===== src/rtl/fifo_bank_pkg.sv =====
// Shared types and width helpers for the fifo_bank FIFO array.
// Optional err port and logic are enabled by FIFO_BANK_ERR_EN.
package fifo_bank_pkg;

   typedef enum logic {IDLE, DRAIN} fb_state_t;

   localparam int FB_NUM_FIFOS  = 9;
   localparam int FB_DEPTH      = 8;
   localparam int FB_DATA_WIDTH = 8;

   function automatic int ptr_w(input int depth);
      return (depth > 1) ? $clog2(depth) : 1;
   endfunction

   function automatic int cnt_w(input int depth);
      return $clog2(depth + 1);
   endfunction

endpackage


===== src/rtl/byte_fifo.sv =====
// Single FIFO of the bank; write to full and read from empty are ignored.
// Storage is not reset, only pointers and count.
module byte_fifo
   import fifo_bank_pkg::*;
#(
   parameter int DEPTH      = FB_DEPTH,
   parameter int DATA_WIDTH = FB_DATA_WIDTH
) (
   input  logic                      clk,
   input  logic                      rst_n,
   input  logic                      wr_en,
   input  logic [DATA_WIDTH-1:0]     wr_data,
   input  logic                      rd_en,
   output logic [DATA_WIDTH-1:0]     rd_data,
   output logic [cnt_w(DEPTH)-1:0]   count,
   output logic                      full,
   output logic                      empty
);

   localparam int PW = ptr_w(DEPTH);
   localparam int CW = cnt_w(DEPTH);

   logic [DATA_WIDTH-1:0] mem [DEPTH];
   logic [PW-1:0]         wptr;
   logic [PW-1:0]         rptr;
   logic                  do_wr;
   logic                  do_rd;

   assign full    = (count == CW'(DEPTH));
   assign empty   = (count == '0);
   assign do_wr   = wr_en & ~full;
   assign do_rd   = rd_en & ~empty;
   assign rd_data = mem[rptr];

   always_ff @(posedge clk) begin
      if (do_wr) begin
         mem[wptr] <= wr_data;
      end
   end

   // DEPTH is a power of two, so pointers wrap naturally
   always_ff @(posedge clk or negedge rst_n) begin
      if (!rst_n) begin
         wptr  <= '0;
         rptr  <= '0;
         count <= '0;
      end else begin
         if (do_wr) wptr <= wptr + 1'b1;
         if (do_rd) rptr <= rptr + 1'b1;
         case ({do_wr, do_rd})
            2'b10:   count <= count + 1'b1;
            2'b01:   count <= count - 1'b1;
            default: count <= count;
         endcase
      end
   end

endmodule


===== src/rtl/fifo_bank.sv =====
// Bank of byte FIFOs: filled by feed_from_mem, drained in lockstep.
// Define FIFO_BANK_ERR_EN to add the sticky err output.
module fifo_bank
   import fifo_bank_pkg::*;
#(
   parameter int NUM_FIFOS  = FB_NUM_FIFOS,
   parameter int DEPTH      = FB_DEPTH,
   parameter int DATA_WIDTH = FB_DATA_WIDTH
) (
   input  logic                            clk,
   input  logic                            rst_n,
   input  logic [DATA_WIDTH-1:0]           dataByte,
   input  logic [NUM_FIFOS-1:0]            fifoEnable,
   input  logic                            drain,
   output logic                            allFull,
   output logic                            busy,
   output logic [NUM_FIFOS*DATA_WIDTH-1:0] outVec,
   output logic                            outValid,
   output logic                            done
`ifdef FIFO_BANK_ERR_EN
   ,
   output logic                            err
`endif
);

   localparam int PW = ptr_w(DEPTH);
   localparam int CW = cnt_w(DEPTH);

   fb_state_t                       state;
   logic [PW-1:0]                   pop_cnt;
   logic [CW-1:0]                   cnt [NUM_FIFOS];
   logic [NUM_FIFOS-1:0]            cnt_full;
   logic [NUM_FIFOS-1:0]            full_v;
   logic [NUM_FIFOS-1:0]            empty_v;
   logic [NUM_FIFOS*DATA_WIDTH-1:0] rd_vec;
   logic                            wr_ok;
   logic                            rd_go;
   logic                            start;
   logic                            last_pop;
   logic                            unused_flags;

   assign wr_ok    = (state == IDLE);
   assign rd_go    = (state == DRAIN);
   assign start    = wr_ok & drain & allFull;
   assign last_pop = rd_go & (pop_cnt == PW'(DEPTH - 1));
   assign allFull  = &cnt_full;
   assign busy     = rd_go;

   assign unused_flags = ^{full_v, empty_v};

   for (genvar gi = 0; gi < NUM_FIFOS; gi++) begin : g_fifo
      byte_fifo #(
         .DEPTH      (DEPTH),
         .DATA_WIDTH (DATA_WIDTH)
      ) u_fifo (
         .clk     (clk),
         .rst_n   (rst_n),
         .wr_en   (fifoEnable[gi] & wr_ok),
         .wr_data (dataByte),
         .rd_en   (rd_go),
         .rd_data (rd_vec[gi*DATA_WIDTH +: DATA_WIDTH]),
         .count   (cnt[gi]),
         .full    (full_v[gi]),
         .empty   (empty_v[gi])
      );
      assign cnt_full[gi] = (cnt[gi] == CW'(DEPTH));
   end

   // outValid/done trail the pop by one cycle; done lands on the first IDLE cycle
   always_ff @(posedge clk or negedge rst_n) begin
      if (!rst_n) begin
         state    <= IDLE;
         pop_cnt  <= '0;
         outVec   <= '0;
         outValid <= 1'b0;
         done     <= 1'b0;
      end else begin
         outValid <= rd_go;
         done     <= last_pop;
         if (rd_go) outVec <= rd_vec;
         case (state)
            IDLE: begin
               if (start) begin
                  state   <= DRAIN;
                  pop_cnt <= '0;
               end
            end
            DRAIN: begin
               pop_cnt <= pop_cnt + 1'b1;
               if (last_pop) state <= IDLE;
            end
            default: state <= IDLE;
         endcase
      end
   end

`ifdef FIFO_BANK_ERR_EN
   logic drop;

   assign drop = (wr_ok & |(fifoEnable & full_v))
               | (rd_go & |fifoEnable)
               | (wr_ok & drain & ~allFull);

   always_ff @(posedge clk or negedge rst_n) begin
      if (!rst_n) begin
         err <= 1'b0;
      end else if (drop) begin
         err <= 1'b1;
      end
   end
`endif

endmodule


===== config.mk =====
export PLATFORM = sky130hd
export DESIGN_NAME = fifo_bank
export DESIGN_NICKNAME = d
export VERILOG_FILES = /design/src/rtl/fifo_bank_pkg.sv /design/src/rtl/byte_fifo.sv /design/src/rtl/fifo_bank.sv
export SDC_FILE = /design/constraint.sdc
export NUM_CORES = 1
export LEC_CHECK = 0
export ABC_AREA = 1
export CAP_MARGIN = 20
export CORE_ASPECT_RATIO = 1.4
export CORE_UTILIZATION = 40
export CTS_CLUSTER_SIZE = 25
export DETAILED_ROUTE_END_ITERATION = 8
export GPL_ROUTABILITY_DRIVEN = 0
export PLACE_DENSITY = 0.57
export SYNTH_ARGS = -nofsm -noshare
export SYNTH_HDL_FRONTEND = slang
export SYNTH_SLANG_ARGS = --single-unit

===== constraint.sdc =====
create_clock -name clk -period 2.68 [get_ports clk]
set_clock_uncertainty 0.2 [all_clocks]
set_input_delay 0.536 -clock clk [delete_from_list [all_inputs] [get_ports clk]]
set_output_delay 0.536 -clock clk [all_outputs]
set_load 0.02 [all_outputs]

# After elaboration in Yosys (flattened, before gate mapping)
# Memories as Yosys holds them, arrays and structs flattened. A register that Yosys moved wholly into a read port is not among the register bits.
# Index checks and enable logic that the tools add are counted.
[classes]
n_addsub = 37
n_eq_ne = 29
muxes = 32
bitwise_logic = 49
n_reduce_logical = 28
[op_table]
columns = ["operator", "n"]
rows = [
  ["4-bit case mux with 2 select lines", 9],
  ["3-bit by 1-bit adder with 3-bit output (second input constant)", 19],
  ["4-bit by 1-bit adder with 4-bit output (second input constant)", 9],
  ["4-bit == test (second input constant)", 9],
  ["4-bit zero test", 9],
  ["4-bit by 1-bit subtractor with 4-bit output (second input constant)", 9],
  ["1-bit AND", 30],
  ["1-bit 2-to-1 mux", 20],
  ["1-bit inverter", 19],
  ["2-bit by 1-bit == test with 1-bit output (second input constant)", 9],
  ["2-bit == test (second input constant)", 9],
  ["2-bit nonzero test", 9],
  ["1-bit zero test", 9],
  ["9-bit AND reduction", 1],
  ["3-bit case mux with 2 select lines", 1],
  ["3-bit == test (second input constant)", 1],
  ["3-bit 2-to-1 mux", 1],
  ["2-bit by 1-bit != test with 1-bit output (second input constant)", 1],
  ["1-bit case mux with 2 select lines", 1],
]
[word_totals]
regBits = 96
ramBits = 576
wordCells = 215
mem_count = 9
[memory_table]
columns = ["memory", "depth", "word_bits", "read_ports", "rd_ports_with_merged_regs", "wr", "line", "text"]
rows = [
  ["g_fifo[0].u_fifo.mem", 8, 8, 1, 1, 1, "byte_fifo.sv:23", "logic [DATA_WIDTH-1:0] mem [DEPTH];"],
  ["g_fifo[1].u_fifo.mem", 8, 8, 1, 1, 1, "byte_fifo.sv:23", ""],
  ["g_fifo[2].u_fifo.mem", 8, 8, 1, 1, 1, "byte_fifo.sv:23", ""],
  ["g_fifo[3].u_fifo.mem", 8, 8, 1, 1, 1, "byte_fifo.sv:23", ""],
  ["g_fifo[4].u_fifo.mem", 8, 8, 1, 1, 1, "byte_fifo.sv:23", ""],
  ["g_fifo[5].u_fifo.mem", 8, 8, 1, 1, 1, "byte_fifo.sv:23", ""],
  ["3 more memories", "--", "--", "--", "--", "--", "--", ""],
]

# Depth between registers and ports, before layout
# Gate-level depths: netlist of the first run.
[logic_depth]
depth_word = 5
depth_mapped = 13

# Hierarchy
# A second synthesis of the first run with hierarchy kept.
[unflattened]
cells_unflattened = 3607
area_unflattened_um2 = 33803.7
[by_module_without_submodules]
columns = ["module", "instances", "cells_each", "area_per_inst_um2", "seq_area_each_um2"]
rows = [
  ["byte_fifo at g_fifo[1].u_fifo ...", 8, 357, 3399.5, 2172.1],
  ["byte_fifo at g_fifo[0].u_fifo", 1, 357, 3402.0, 2172.1],
  ["fifo_bank", 1, 394, 3205.6, 1951.9],
]

# Worst setup path before layout of the first run
# No wires, ideal clock.
[synth_timing]
kind = "reg-to-reg"
start = "reg state, in the netlist busy"
end = "reg g_fifo[1].u_fifo.count[3]"
arrival_time_ps = 2047
required_time_ps = 2359
setup_slack_ps = 311
stages_incl_launch_ff = 12
cell_sequence = "dfrtp_1 inv_2 buf_2 nand2_1 ha_1 ha_1 a21oi_1 nand2_1 a21oi_1 o21ai_0 nand2_1 nand2_1"
[synth_between]
elab_chain_cells = 5
elab_cells_between_ends = 8
[synth_rtl]
columns = ["item", "line", "text"]
rows = [
  ["from (decl)", "fifo_bank.sv:29", "fb_state_t state;"],
  ["from (signal assigned)", "fifo_bank.sv:72", "state <= IDLE;"],
  ["from (signal assigned)", "fifo_bank.sv:84", "state <= DRAIN;"],
  ["from (signal assigned)", "fifo_bank.sv:90", "if (last_pop) state <= IDLE;"],
  ["1-bit inverter", "--", ""],
  ["1-bit AND", "fifo_bank.sv:58", ".wr_en (fifoEnable[gi] & wr_ok),"],
  ["1-bit AND", "byte_fifo.sv:31", "assign do_wr = wr_en & ~full;"],
  ["2-bit by 1-bit == test with 1-bit output or 2-bit == test (tied branches)", "byte_fifo.sv:50", "case ({do_wr, do_rd})"],
  ["4-bit case mux with 2 select lines or 2-bit nonzero test (tied branches)", "--", ""],
  ["to (signal assigned)", "byte_fifo.sv:51", "2'b10: count <= count + 1'b1;"],
  ["to (signal assigned)", "byte_fifo.sv:52", "2'b01: count <= count - 1'b1;"],
  ["to (signal assigned)", "byte_fifo.sv:53", "default: count <= count;"],
  ["to (decl)", "byte_fifo.sv:15", "output logic [cnt_w(DEPTH)-1:0] count,"],
]
# Several ways; a longest one is shown, not always the timed one.
# A chain may end at the register's enable or synchronous reset.

# Worst setup path in the final report of the first run
[layout_timing]
start = "reg g_fifo[0].u_fifo.count[1]"
end = "out allFull"
[layout_between]
elab_chain_cells = 2
[layout_rtl]
columns = ["item", "line", "text"]
rows = [
  ["from (decl)", "byte_fifo.sv:15", ""],
  ["from (signal assigned)", "byte_fifo.sv:51", ""],
  ["from (signal assigned)", "byte_fifo.sv:52", ""],
  ["from (signal assigned)", "byte_fifo.sv:53", ""],
  ["4-bit == test", "fifo_bank.sv:66", "assign cnt_full[gi] = (cnt[gi] == CW'(DEPTH));"],
  ["9-bit AND reduction", "fifo_bank.sv:46", "assign allFull = &cnt_full;"],
  ["to (decl)", "fifo_bank.sv:15", "output logic allFull,"],
]
# No other way between the ends.

==> flow_metrics.tcl, run 1 <==
set metrics [dict create \
    vias 19600 \
    fp.dieH_um 330 \
    avgSynthCellArea_um2 11.6 \
    cp-end-kind "output pin" \
    path_clk_slew_ps 70 \
    diodes 0 \
    violations "setup timing" \
    clk_latency_ps 620 \
    ir_drop_mv 0.434 \
    dieArea_um2 78100 \
    final_core_util_pct 47.8 \
    synth_seq_area_share_pct 69.9 \
    synth_cells 2645 \
    startpoint "g_fifo[0].u_fifo.count[1]$_DFFE_PN0P_" \
    die_width_um 236 \
    cp_max_fo 3 \
    drv_cap 0 \
    critPathLaunchType "flop" \
    ant_nets 0 \
    drt_iter0_drc 1414 \
    async_reset_ff_share_pct 22.6 \
    fin_ws_ps -140 \
    hold_path.class "in -> reg" \
    viasPerCell 5.03 \
    p_leak_uw 0.0144 \
    cts_tree "done" \
    outcome "finished, violations left" \
    cts_sinks 744 \
    core_area_um2 76300 \
    antenna_found_initial 0 \
    grt_max_degree 73 \
    dp.final_hpwl_um 44100 \
    yosysWarnings 0 \
    first_pass_iters 5 \
    cts_buffers 70 \
    synth_cell_types 36 \
    grt_pass1_vias 19900 \
    port_buffers 95 \
    relSlewSlack_pct 38.6 \
    synth.net_count 2713 \
    drt-total-wl_um 70700 \
    final_max_slew_viol_count 0 \
    required_ps 1940 \
    p_per_area_nw_per_um2 804 \
    hold_viol 0 \
    grt_overflow 0 \
    nNetsFinal 2936 \
    htree_num_levels 3 \
    path_class "reg -> out" \
    initial_core_util_pct 40.3 \
    crit_arrival_ps 2080 \
    area_delta_synth_final_pct 18.3 \
    max_clock_freq_mhz 355 \
    drc_errors 0 \
    rows 120 \
    setup_viol 1 \
    r2r_start "g_fifo[6].u_fifo.count[2]$_DFFE_PN0P_" \
    synth_edf_count 576 \
    final.period_utilization_pct 105 \
    stdcell_area_um2 36400 \
    dp_slack_ps -152 \
    cts_root_buffer "clkbuf_16" \
    drive_above_1_share_pct 11.7 \
    grt_first_pass_wirelength_um 111000 \
    io_pins 96 \
    rsz0062_at_grt "yes" \
    cts_buffer_depth 3 \
    ys_seq_elements 744 \
    post_drt_wl_per_cell_um 18.1 \
    dpl_cell_area_um2 33700 \
    syn_area_um2 30800 \
    grt_util_all_layers_pct 18.3 \
    holdCritStartpoint "dataByte[6]" \
    tightest_slew_ps 920 \
    synthFlopType "edfxtp_1" \
    period_needed_ps 2820 \
]
==> synthesized netlist by cell type (all sizes together) (7+ instances only) <==
master | number | area share (%)
edfxtp | 576 | 56
nand2 | 395 | 4.8
inv | 287 | 3.5
nor2 | 267 | 3.3
o21ai | 231 | 3.8
nand3 | 199 | 3.3
dfrtp | 168 | 14
o211ai | 145 | 3.5
a21oi | 113 | 1.8
buf | 73 | 1.2
xor2 | 53 | 1.5
clkbuf | 47 | 0.58
ha | 47 | 1.9
or2 | 11 | 0.26
nor3 | 8 | 0.13
clkinv | 7 | 0.085
xnor2 | 7 | 0.20
==> placed cells by master (no fill, tap or decap), types with 13 or more instances in the layout <==
| cell type | n |
|---|---|
| clkbuf_1 | 17 |
| nor2_1 | 258 |
| nand2_1 | 388 |
| clkinv_1 | 13 |
| clkbuf_16 | 73 |
| buf_4 | 153 |
| ha_1 | 45 |
| xor2_1 | 52 |
| inv_1 | 275 |
| o211ai_1 | 145 |
| dfrtp_1 | 165 |
| clkdlybuf4s50_1 | 84 |
| o21ai_0 | 226 |
| edfxtp_1 | 576 |
| buf_12 | 19 |
| nand3_1 | 196 |
| a21oi_1 | 111 |
==> layer usage <==
| layer | GRT usage, % | vias up | wire length (µm) |
|---|---|---|---|
| li1 | - | 9564 | - |
| met1 | 22.5 | 9549 | 29700 |
| met2 | 32.0 | 377 | 36100 |
| met3 | 2.10 | 142 | 2330 |
| met4 | 8.79 | 0 | 2600 |
| met5 | 0 | - | 0 |
==> worst max-delay path, stage by stage, from the launching register on <==
cell     delay (ps)
dfrtp_1         390
inv_1           100
nand2_1          90
nor2_1           90
buf_4           140
nand3_2         100
nor4_4          260
buf_4           180
buf_6           120
==> registers in the layout, summed over array words and instances (netlist names) <==
register and flops:
done 1, g_fifo.u_fifo.wptr 27, g_fifo.u_fifo.count 36, outValid 1, outVec 72, busy 1
g_fifo.u_fifo.mem 576, pop_cnt 3, g_fifo.u_fifo.rptr 27
==> through the flow <==
stage                     TNS (ps)  cells  hold WS [ps]  total power (µW)
after detailed placement      -170   3740           264             19000
after floorplan                  0   2645          40.4             17400
after CTS                     -214   3886           183             29300
final                         -140   3902           205             29300
after global placement        -108   3740           264             18700
after global routing          -393   3902           205             30600
==> cells by family (layout without fill, tap and decap cells) <==
| logic type | Yosys count | in the layout | share of synthesized area, % |
|---|---|---|---|
| compound gates | 492 | 492 | 9.22 |
| xor+xnor | 60 | 60 | 1.71 |
| fa+ha+maj | 48 | 48 | 1.98 |
| buf+inv | 414 | 695 | 5.31 |
| flops | 744 | 744 | 69.9 |
| simple gates | 887 | 887 | 11.9 |
==> final cells by class <==
type / instances / area, µm²
timing repair buffer: 271 / 2490
sequential: 744 / 21500
inverter: 294 / 1110
clock buffer: 100 / 2030
fill: 6777 / 39900
clock inverter: 30 / 293
tap: 976 / 1220
multi-input combinational: 1487 / 7780
==> final timing paths <==
kind / end / slack, ps / cells after the start
setup / recovery: allFull / -140 / 8
hold / removal: g_fifo[4].u_fifo.mem[0][6]$_DFFE_PP_ / 210 / 1
min in group asynchronous: g_fifo[6].u_fifo.wptr[1]$_DFFE_PN0P_ / 270 / 2
max in group asynchronous: busy$_DFF_PN0_ / 1250 / 3
hold reg to reg: outVec[20]$_DFFE_PN0P_ / 280 / 2
setup reg to reg: g_fifo[6].u_fifo.count[2]$_DFFE_PN0P_ / 50 / 16
==> report_power, final <==
| part | total [µW] | switching, µW | internal, µW | leakage, µW |
|---|---|---|---|---|
| sequential | 14900 | 688 | 14200 | 0.00724 |
| combinational | 4310 | 2720 | 1590 | 0.00601 |
| clock | 10100 | 4290 | 5780 | 0.00113 |
| total | 29300 | 7690 | 21600 | 0.0144 |
==> timing repair <==
item                       CTS  global route
pin swaps                    6             9
hold endpoints to repair    48             0
buffers inserted            15            16
resized for setup           21            28
hold buffers                 1             0
setup endpoints to repair    2            19
(Power assumes the default switching activity.)
==> run 2: changes to the inputs <==
- PLACE_DENSITY: 0.57 -> default
==> run 2 against run 1 <==
The flow still finishes with violations (setup timing). Core utilization up 0.072 points. Clock power rose by 4%. Count of clock-buffer cells in the layout rose by 2. First-iteration DRC count is 14% lower. Combinational power barely moved. Critical path depth shrank 1. Global-route usage down 0.34 points. Flip-flop and latch count stayed put. Sequential share of layout area shrank 0.089 points. Largest cell class unchanged. Sequential power about the same. Design area is 0.15% higher.
==> flow_metrics.tcl, run 2 (synthesis results as in run 1) <==
set metrics [dict create \
    hold_path.class "in -> reg" \
    initial_core_util_pct 40.3 \
    cts_root_buffer "clkbuf_16" \
    cts_tree "done" \
    crit_arrival_ps 2060 \
    regMostFlops "g_fifo.u_fifo.mem" \
    hold_viol 0 \
    final_common_cell "edfxtp_1" \
    drc_errors 0 \
    rows 120 \
    drt_iter0_drc 1220 \
    n_fill_cell 6720 \
    io_pins 96 \
    die_width_um 236 \
    htree_num_levels 3 \
    port_buffers 95 \
    cp_max_fo 3 \
    antenna_found_initial 0 \
    final_core_util_pct 47.8 \
    cts_buffer_depth 3 \
    max_clock_freq_mhz 357 \
    path_clk_slew_ps 60 \
    path_class "reg -> out" \
    drive_above_1_share_pct 11.4 \
    required_ps 1940 \
    drv_cap 0 \
    whs_ps 221 \
    violations "setup timing" \
    fin_ws_ps -120 \
    largest_register_ffs 576 \
    fp.dieH_um 330 \
    seq_area_um2 21500 \
    reg_top3 "g_fifo.u_fifo.mem (576), outVec (72), g_fifo.u_fifo.count (36)" \
    ant_nets 0 \
    critPathLaunchType "flop" \
    p_per_area_nw_per_um2 815 \
    final.period_utilization_pct 104 \
    ir_drop_mv 0.444 \
    diodes 0 \
    outcome "finished, violations left" \
    cts_sinks 744 \
    viasPerCell 5.08 \
    cts_buffers 71 \
    grt_overflow 0 \
    grt_util_all_layers_pct 17.9 \
    tightest_slew_ps 831 \
    period_needed_ps 2800 \
    relSlewSlack_pct 44.6 \
    p_leak_uw 0.0144 \
    grt_first_pass_wirelength_um 109000 \
    final_max_slew_viol_count 0 \
    multi_input_comb_area_um2 7790 \
    finalPower_uw 29700 \
    dieArea_um2 78100 \
    area_delta_synth_final_pct 18.5 \
    rsz0062_at_grt "yes" \
    mostFrequentLayoutCells "edfxtp_1, nand2_1, inv_1, nor2_1, o21ai_0" \
    first_pass_iters 7 \
    core_area_um2 76300 \
    cp-end-kind "output pin" \
    dp.final_hpwl_um 43800 \
    nNetsFinal 2930 \
    setup_viol 1 \
    clk_latency_ps 620 \
    grt_pass1_vias 20000 \
    vias 19800 \
    post_drt_wl_per_cell_um 17.9 \
    tns_ps -120 \
    drt-total-wl_um 69900 \
    grt_max_degree 73 \
]
-- run 2: cell count changes in the layout (fill, tap and decap cells not counted), moves of 2 or more --
cell,change
o21ai_1,-2
bufinv_16,+3
nand2_1,-4
clkbuf_1,+4
clkinv_2,-5
clkbuf_8,-8
inv_6,-2
o21ai_0,+3
nand2_2,+3
buf_12,-3
buf_4,-4
clkbuf_16,+6
-- run 2: per-stage QoR --
step	worst slack, ps	cells	cell area (µm²)
floorplan	311	2645	30800
global placement	-152	3733	33600
detailed placement	-174	3733	33600
CTS	-190	3881	36200
global route	-195	3896	36500
finish	-120	3896	36500
-- run 2: report_power, final --
part / internal, µW / switching, µW
Combinational: 1610 / 2740
Clock: 6220 / 4280
Sequential: 14200 / 671
Total: 22000 / 7690
-- run 2: critical path, stage by stage, from the launching register on --
cell and delay [ps]:
dfrtp_1 390, nor2_1 140, nand2_2 90, nor2_4 160, nand2_4 90, nor4_4 270, buf_4 180, buf_6 120
-- run 2: layout make-up --
type | instances | share of cell area, %
Sequential cell | 744 | 59.0
Multi-Input combinational cell | 1487 | 21.4
Timing Repair Buffer | 264 | 6.58
Clock buffer | 102 | 5.71
Tap cell | 976 | 3.35
Inverter | 294 | 3.03
Clock inverter | 29 | 1.01
-- run 2: repair_timing --
item	4_1_cts	5_1_grt
hold buffers	1	0
setup buffers	16	15
endpoints found under the hold margin	54	0
endpoints found under the setup margin	2	9
gates resized for setup	20	31
pin swaps	8	14
-- run 2: final timing paths --
check                           slack [ps]                                   from  cells after the start                                    end
worst max-delay path                  -120  g_fifo[7].u_fifo.count[1]$_DFFE_PN0P_                      7                                allFull
worst min-delay path                   220                            dataByte[7]                      1   g_fifo[4].u_fifo.mem[6][7]$_DFFE_PP_
worst max register to register          60  g_fifo[2].u_fifo.count[0]$_DFFE_PN0P_                     15  g_fifo[2].u_fifo.count[2]$_DFFE_PN0P_
worst min register to register         270   g_fifo[5].u_fifo.rptr[0]$_DFFE_PN0P_                      1   g_fifo[5].u_fifo.rptr[0]$_DFFE_PN0P_
max in group asynchronous             1280                                  rst_n                      3  g_fifo[0].u_fifo.count[3]$_DFFE_PN0P_
min in group asynchronous              290                                  rst_n                      2                 outVec[49]$_DFFE_PN0P_
-- run 2: routing by layer --
metal  share of wire [%]  up-vias  track usage, %
li1                    -     9553               -
met1                  40     9695            20.6
met2                  53      431            33.1
met3                 3.7      119            2.52
met4                 3.3        0            7.78
met5                   0        -               0
